## src/rtl/alu_seq_pipe.sv

```systemverilog
// ---------------------------------------------------------------------------
// alu_seq_pipe
//   Registered WIDTH-bit ALU with valid/ready handshakes on both sides. It
//   sits between the operand mux and the accumulator writeback. Most opcodes
//   finish in one cycle. MUL (shift-add) and DIV (restoring shift-subtract)
//   iterate one bit per cycle. Only one operation is in flight at a time.
//
// Ports
//   clk          rising-edge clock
//   rst_n        asynchronous active-low reset
//   in_valid     operand/opcode bundle valid
//   in_ready     block can accept a bundle (registered)
//   operand_a    first operand
//   operand_b    second operand
//   operation    4-bit opcode
//   out_valid    result bundle valid (registered)
//   out_ready    consumer accepts result
//   result       operation result
//   carry_out    carry / borrow / shifted-out bit / MUL high-half nonzero
//   zero         result == 0
//   sign         result MSB
//   overflow     two's-complement overflow of ADD/SUB
//   div_by_zero  DIV issued with operand_b == 0
// ---------------------------------------------------------------------------
module alu_seq_pipe #(
    parameter int WIDTH = 8,
    parameter int CNT_W = $clog2(WIDTH + 1)
) (
    input  logic             clk,
    input  logic             rst_n,
    input  logic             in_valid,
    output logic             in_ready,
    input  logic [WIDTH-1:0] operand_a,
    input  logic [WIDTH-1:0] operand_b,
    input  logic [3:0]       operation,
    output logic             out_valid,
    input  logic             out_ready,
    output logic [WIDTH-1:0] result,
    output logic             carry_out,
    output logic             zero,
    output logic             sign,
    output logic             overflow,
    output logic             div_by_zero
);

    localparam logic [3:0] OP_ADD  = 4'h0;
    localparam logic [3:0] OP_SUB  = 4'h1;
    localparam logic [3:0] OP_MUL  = 4'h2;
    localparam logic [3:0] OP_DIV  = 4'h3;
    localparam logic [3:0] OP_SHL  = 4'h4;
    localparam logic [3:0] OP_SHR  = 4'h5;
    localparam logic [3:0] OP_ROL  = 4'h6;
    localparam logic [3:0] OP_ROR  = 4'h7;
    localparam logic [3:0] OP_AND  = 4'h8;
    localparam logic [3:0] OP_OR   = 4'h9;
    localparam logic [3:0] OP_XOR  = 4'hA;
    localparam logic [3:0] OP_NOR  = 4'hB;
    localparam logic [3:0] OP_NAND = 4'hC;
    localparam logic [3:0] OP_XNOR = 4'hD;
    localparam logic [3:0] OP_GT   = 4'hE;
    localparam logic [3:0] OP_EQ   = 4'hF;

    localparam logic [CNT_W-1:0] LAST_STEP = CNT_W'(WIDTH - 1);

    typedef enum logic [1:0] {
        IDLE = 2'd0,
        BUSY = 2'd1,
        DONE = 2'd2
    } state_t;

    state_t           state_reg;
    logic             in_ready_reg;
    logic             out_valid_reg;
    logic [WIDTH-1:0] result_reg;
    logic             carry_reg;
    logic             zero_reg;
    logic             sign_reg;
    logic             overflow_reg;
    logic             dbz_reg;

    // Iterative datapath: a_reg is the multiplicand, b_reg the divisor.
    // hi_reg/lo_reg form a 2*WIDTH shift register: for MUL it holds the
    // partial product with the multiplier in the low half; for DIV it holds
    // the partial remainder (hi) and the dividend/quotient (lo).
    logic [WIDTH-1:0] a_reg;
    logic [WIDTH-1:0] b_reg;
    logic [WIDTH-1:0] hi_reg;
    logic [WIDTH-1:0] lo_reg;
    logic [CNT_W-1:0] cnt_reg;
    logic             is_div_reg;

    logic [WIDTH-1:0] hi_next;
    logic [WIDTH-1:0] lo_next;

    // ---------------- single-cycle operations ----------------
    logic [WIDTH-1:0] and_v;
    logic [WIDTH-1:0] or_v;
    logic [WIDTH-1:0] xor_v;

    genvar gi;
    generate
        for (gi = 0; gi < WIDTH; gi++) begin : g_bitwise
            assign and_v[gi] = operand_a[gi] & operand_b[gi];
            assign or_v[gi]  = operand_a[gi] | operand_b[gi];
            assign xor_v[gi] = operand_a[gi] ^ operand_b[gi];
        end
    endgenerate

    logic [WIDTH:0]   sum_w;
    logic [WIDTH:0]   diff_w;
    logic [WIDTH-1:0] alu_res;
    logic             alu_carry;
    logic             alu_ovf;
    logic             alu_dbz;
    logic             start_iter;

    assign sum_w  = {1'b0, operand_a} + {1'b0, operand_b};
    assign diff_w = {1'b0, operand_a} - {1'b0, operand_b};

    // MUL always iterates; DIV iterates unless the divisor is zero, in which
    // case the saturated result below is returned in a single cycle.
    assign start_iter = (operation == OP_MUL) ||
                        ((operation == OP_DIV) && (operand_b != '0));

    always_comb begin
        alu_res   = '0;
        alu_carry = 1'b0;
        alu_ovf   = 1'b0;
        alu_dbz   = 1'b0;
        case (operation)
            OP_ADD: begin
                alu_res   = sum_w[WIDTH-1:0];
                alu_carry = sum_w[WIDTH];
                alu_ovf   = (operand_a[WIDTH-1] == operand_b[WIDTH-1]) &&
                            (sum_w[WIDTH-1] != operand_a[WIDTH-1]);
            end
            OP_SUB: begin
                alu_res   = diff_w[WIDTH-1:0];
                alu_carry = diff_w[WIDTH];
                alu_ovf   = (operand_a[WIDTH-1] != operand_b[WIDTH-1]) &&
                            (diff_w[WIDTH-1] != operand_a[WIDTH-1]);
            end
            OP_MUL: ;
            OP_DIV: begin
                alu_res = '1;
                alu_dbz = 1'b1;
            end
            OP_SHL: begin
                alu_res   = {operand_a[WIDTH-2:0], 1'b0};
                alu_carry = operand_a[WIDTH-1];
            end
            OP_SHR: begin
                alu_res   = {1'b0, operand_a[WIDTH-1:1]};
                alu_carry = operand_a[0];
            end
            OP_ROL: begin
                alu_res   = {operand_a[WIDTH-2:0], operand_a[WIDTH-1]};
                alu_carry = operand_a[WIDTH-1];
            end
            OP_ROR: begin
                alu_res   = {operand_a[0], operand_a[WIDTH-1:1]};
                alu_carry = operand_a[0];
            end
            OP_AND:  alu_res = and_v;
            OP_OR:   alu_res = or_v;
            OP_XOR:  alu_res = xor_v;
            OP_NOR:  alu_res = ~or_v;
            OP_NAND: alu_res = ~and_v;
            OP_XNOR: alu_res = ~xor_v;
            OP_GT:   alu_res = {{(WIDTH-1){1'b0}}, (operand_a > operand_b)};
            OP_EQ:   alu_res = {{(WIDTH-1){1'b0}}, (operand_a == operand_b)};
            default: ;
        endcase
    end

    // ---------------- one MUL / DIV iteration ----------------
    logic [WIDTH:0] mul_sum;
    logic [WIDTH:0] div_shift;
    logic [WIDTH:0] div_trial;
    logic           div_ge;

    always_comb begin
        mul_sum   = {1'b0, hi_reg} + (lo_reg[0] ? {1'b0, a_reg} : {(WIDTH+1){1'b0}});
        div_shift = {hi_reg, lo_reg[WIDTH-1]};
        div_ge    = (div_shift >= {1'b0, b_reg});
        div_trial = div_shift - {1'b0, b_reg};
        if (is_div_reg) begin
            // Remainder stays below the divisor, so WIDTH bits always suffice.
            hi_next = div_ge ? div_trial[WIDTH-1:0] : div_shift[WIDTH-1:0];
            lo_next = {lo_reg[WIDTH-2:0], div_ge};
        end else begin
            hi_next = mul_sum[WIDTH:1];
            lo_next = {mul_sum[0], lo_reg[WIDTH-1:1]};
        end
    end

    // ---------------- control FSM with registered outputs ----------------
    always_ff @(posedge clk or negedge rst_n) begin
        if (!rst_n) begin
            state_reg     <= IDLE;
            in_ready_reg  <= 1'b0;
            out_valid_reg <= 1'b0;
            result_reg    <= '0;
            carry_reg     <= 1'b0;
            zero_reg      <= 1'b0;
            sign_reg      <= 1'b0;
            overflow_reg  <= 1'b0;
            dbz_reg       <= 1'b0;
            a_reg         <= '0;
            b_reg         <= '0;
            hi_reg        <= '0;
            lo_reg        <= '0;
            cnt_reg       <= '0;
            is_div_reg    <= 1'b0;
        end else begin
            case (state_reg)
                IDLE: begin
                    in_ready_reg <= 1'b1;
                    if (in_valid && in_ready_reg) begin
                        in_ready_reg <= 1'b0;
                        if (start_iter) begin
                            state_reg  <= BUSY;
                            cnt_reg    <= '0;
                            a_reg      <= operand_a;
                            b_reg      <= operand_b;
                            is_div_reg <= (operation == OP_DIV);
                            hi_reg     <= '0;
                            lo_reg     <= (operation == OP_DIV) ? operand_a : operand_b;
                        end else begin
                            state_reg     <= DONE;
                            out_valid_reg <= 1'b1;
                            result_reg    <= alu_res;
                            carry_reg     <= alu_carry;
                            zero_reg      <= (alu_res == '0);
                            sign_reg      <= alu_res[WIDTH-1];
                            overflow_reg  <= alu_ovf;
                            dbz_reg       <= alu_dbz;
                        end
                    end
                end
                BUSY: begin
                    hi_reg  <= hi_next;
                    lo_reg  <= lo_next;
                    cnt_reg <= cnt_reg + CNT_W'(1);
                    if (cnt_reg == LAST_STEP) begin
                        state_reg     <= DONE;
                        out_valid_reg <= 1'b1;
                        result_reg    <= lo_next;
                        carry_reg     <= is_div_reg ? 1'b0 : (hi_next != '0);
                        zero_reg      <= (lo_next == '0);
                        sign_reg      <= lo_next[WIDTH-1];
                        overflow_reg  <= 1'b0;
                        dbz_reg       <= 1'b0;
                    end
                end
                DONE: begin
                    if (out_ready) begin
                        state_reg     <= IDLE;
                        out_valid_reg <= 1'b0;
                        in_ready_reg  <= 1'b1;
                    end
                end
                default: begin
                    state_reg     <= IDLE;
                    out_valid_reg <= 1'b0;
                    in_ready_reg  <= 1'b1;
                end
            endcase
        end
    end

    assign in_ready    = in_ready_reg;
    assign out_valid   = out_valid_reg;
    assign result      = result_reg;
    assign carry_out   = carry_reg;
    assign zero        = zero_reg;
    assign sign        = sign_reg;
    assign overflow    = overflow_reg;
    assign div_by_zero = dbz_reg;

endmodule

```

## config.mk

```make
export PLATFORM = sky130hd
export DESIGN_NAME = alu_seq_pipe
export DESIGN_NICKNAME = d
export VERILOG_FILES = /design/src/rtl/alu_seq_pipe.sv
export SDC_FILE = /design/constraint.sdc
export NUM_CORES = 1
export LEC_CHECK = 0
export CORE_ASPECT_RATIO = 2
export CORE_MARGIN = 4
export CORE_UTILIZATION = 45
export DETAILED_ROUTE_END_ITERATION = 10
export SKIP_LAST_GASP = 1
export SLEW_MARGIN = 20
export SYNTH_ARGS = -nofsm -noshare
export SYNTH_HDL_FRONTEND = slang
export SYNTH_SLANG_ARGS = --single-unit
```

## constraint.sdc

```tcl
create_clock -name clk -period 3 [get_ports clk]
set_input_delay 0.6 -clock clk [delete_from_list [all_inputs] [get_ports clk]]
set_output_delay 0.6 -clock clk [all_outputs]
set_load 0.005 [all_outputs]
```

==> results.json <==
{
  "period_share_pct": 98.1,
  "hold_path.class": "input port to asynchronous set/reset pin",
  "p_leak_nw": 3.20,
  "wl_mm": 21.4,
  "fin_crit_ns": 2.94,
  "power_density_mw_per_mm2": 725,
  "rrSetupSlack_ns": 0.13,
  "drt-initial-drc-count": 409,
  "die-area_mm2": 0.0137,
  "setup_viol": 0,
  "max_slew_margin_pct": 62.1,
  "combPwrFrac_pct": 62.5,
  "crit_arrival_ns": 3.15,
  "p_total_w": 0.00507,
  "yosysTopAreaCellShare_pct": 25.0,
  "ys_seq_elements": 53,
  "clk_latency_ns": 0.30,
  "fin_skew_ns": 0.00604,
  "grt_pass1_wl_mm": 32.9,
  "core-area_mm2": 0.0114,
  "crit_path_start_kind": "input port",
  "grt_pass1_vias": 6155,
  "vias_per_cell": 6.12,
  "yosysWarnings": 0,
  "track_usage_pct": 31.6,
  "yosys.area.top_type": "dfrtp_1",
  "via_count": 5808,
  "path_class": "input port to flop",
  "drc": 0,
  "die_h_um": 161,
  "grt_overflow": 0,
  "netlist_area_mm2": 0.00530,
  "synth-main-ff-cell": "dfrtp_1",
  "ir_drop_mv": 0.494,
  "fp.dieW_um": 84.8,
  "routedWlPerCell_um": 22.5,
  "grt_max_degree": 39,
  "async_flop_share_pct": 100,
  "firstDrtPassIters": 5,
  "syn_to_final_growth_pct": 31.9,
  "hold_viol_final": 0,
  "power_frac_clock_pct": 11.6,
  "clock_path_buffers": 2,
  "port_buffers": 38,
  "grt_setup_unrepaired": "yes",
  "max_freq_mhz": 340,
  "slew_viol_final": 0,
  "internal_power_w": 0.00276,
  "layout_common_cells": "buf_4, nand2_1, nor2_1",
  "final.setup.tns_ns": 0,
  "worstReg2RegStart": "lo_reg[7]",
  "placed_area_mm2": 0.00674,
  "layout_commonest_cell": "buf_4",
  "final_antenna_net_count": 0,
  "cts_root_buf": "clkbuf_16",
  "synth_cell_types": 78,
  "antenna_cells": 0,
  "syn-num-nets": 736,
  "p_sw_share_pct": 45.6,
  "cap_viol_max_count": 0,
  "postSynthAreaPerCell_um2": 7.95,
  "final_core_util_pct": 61.2,
  "num_rows": 55,
  "cts_tree": "built",
  "synthCells": 667,
  "gp_congestion": 1.02,
  "synth_edf_count": 0,
  "clk_pin_slew_ns": 0.07,
  "switchingPower_w": 0.00231,
  "synth_area_leaders": "dfrtp_1, ha_1, o21ai_0, nand2_1, nor2_1",
  "final_cell_area_mm2": 0.00699,
  "drive_gt1_share_pct": 22.3,
  "ios": 39,
  "nNetsFinal": 875,
  "clkSinkCount": 53,
  "numCtsBuffers": 5,
  "dpl.cell_count": 941,
  "start_util_pct": 46.4,
  "htreeDepth": 2,
  "required_ns": 3.20,
  "worst_r2r_endpoint": "carry_out",
  "r2r_cells": 11,
  "fin_cells": 949,
  "pwr-share-seq_pct": 25.9,
  "tightestPinTransition_ns": 0.566,
  "critPathMaxFanout": 3,
  "antenna_found_initial": 0,
  "hpwl_mm": 17.7,
  "end_kind": "flop",
  "status": "finished, final reports clean",
  "yosysSeqAreaShare_pct": 25.0
}
[power by group through the flow]
| stage | clock [W] | sequential, W | combinational [W] |
|---|---|---|---|
| detailed placement | 0 | 0.00132 | 0.00307 |
| CTS | 0.000598 | 0.00131 | 0.00310 |
| global placement | 0 | 0.00131 | 0.00302 |
| floorplan | 0 | 0.00122 | 0.00184 |
| finish | 0.000590 | 0.00131 | 0.00317 |
| global route | 0.000630 | 0.00135 | 0.00344 |
[layer usage]
metal  vias to the layer above  part of all wire (%)  track usage [%]
met5                         -                     0                0
met2                       217                    55             60.3
li1                       2716                     -                -
met1                      2757                    31             27.9
met3                       118                   3.3             2.25
met4                         0                    11             29.5
[kinds of logic (layout without fill, tap and decap cells)]
| group | count (synthesis) | in the layout | share of synthesized area, % |
|---|---|---|---|
| compound gates | 216 | 216 | 28.1 |
| xor+xnor | 22 | 22 | 3.63 |
| fa+ha+maj | 45 | 45 | 11.2 |
| buf+inv | 83 | 223 | 6.92 |
| flops | 53 | 53 | 25.0 |
| mux | 11 | 11 | 2.38 |
| simple gates | 237 | 237 | 22.7 |
[critical path, cell delays in order]
cell and delay, ns:
clkdlybuf4s50_1 0.50, inv_1 0.07, ha_1 0.31, a21o_1 0.18, a21o_1 0.20, a211oi_1 0.28
o22ai_1 0.19, nor4_2 0.35, buf_4 0.17, nand4_1 0.09, o31ai_1 0.21
[per-stage QoR]
step,hold slack (ns),setup WS [ns]
after floorplan,0.304,0.434
after global placement,0.460,-0.351
after detailed placement,0.471,-0.425
after CTS,0.206,0.00338
after global routing,0.217,-0.0332
final,0.197,0.0582
[synth_stat cells (8+ instances only)]
| library cell | n |
|---|---|
| nand2_1 | 66 |
| nor2_1 | 58 |
| dfrtp_1 | 53 |
| o21ai_0 | 51 |
| ha_1 | 41 |
| inv_1 | 41 |
| a21oi_1 | 38 |
| clkbuf_1 | 21 |
| nor2b_1 | 19 |
| a21o_1 | 16 |
| nand3_1 | 16 |
| a211oi_1 | 15 |
| buf_2 | 14 |
| nand2b_1 | 13 |
| xnor2_1 | 13 |
| nor3_1 | 12 |
| and2_1 | 10 |
| a22o_1 | 9 |
| xor2_1 | 9 |
| a31oi_1 | 8 |
| nor4_1 | 8 |
[area by class of cell]
class / instances / area [um2]
inverter: 41 / 154
clock buffer: 6 / 129
multi-input combinational: 531 / 3710
fill: 1073 / 4430
timing repair buffer: 174 / 1480
sequential: 53 / 1330
clock inverter: 2 / 15.0
tap: 142 / 178
[worst max path at each step]
stage | start | end | slack [ns] | cells after the start
global placement | operand_b[1] | result[5] | -0.35 | 11
finish | operand_b[1] | zero | 0.06 | 11
detailed placement | operand_b[2] | zero | -0.42 | 12
CTS | operand_b[2] | zero | 0.003 | 12
floorplan | operand_a[6] | carry_out | 0.43 | 9
global route | lo_reg[7] | carry_out | -0.03 | 11
[timing repair]
item                                    4_1_cts  5_1_grt
setup buffers                                 0        0
pin swaps                                     0       13
endpoints found under the setup margin        2        6
hold buffers                                  0        0
resized for setup                             3       19
Power figures use the tool's default switching activity.
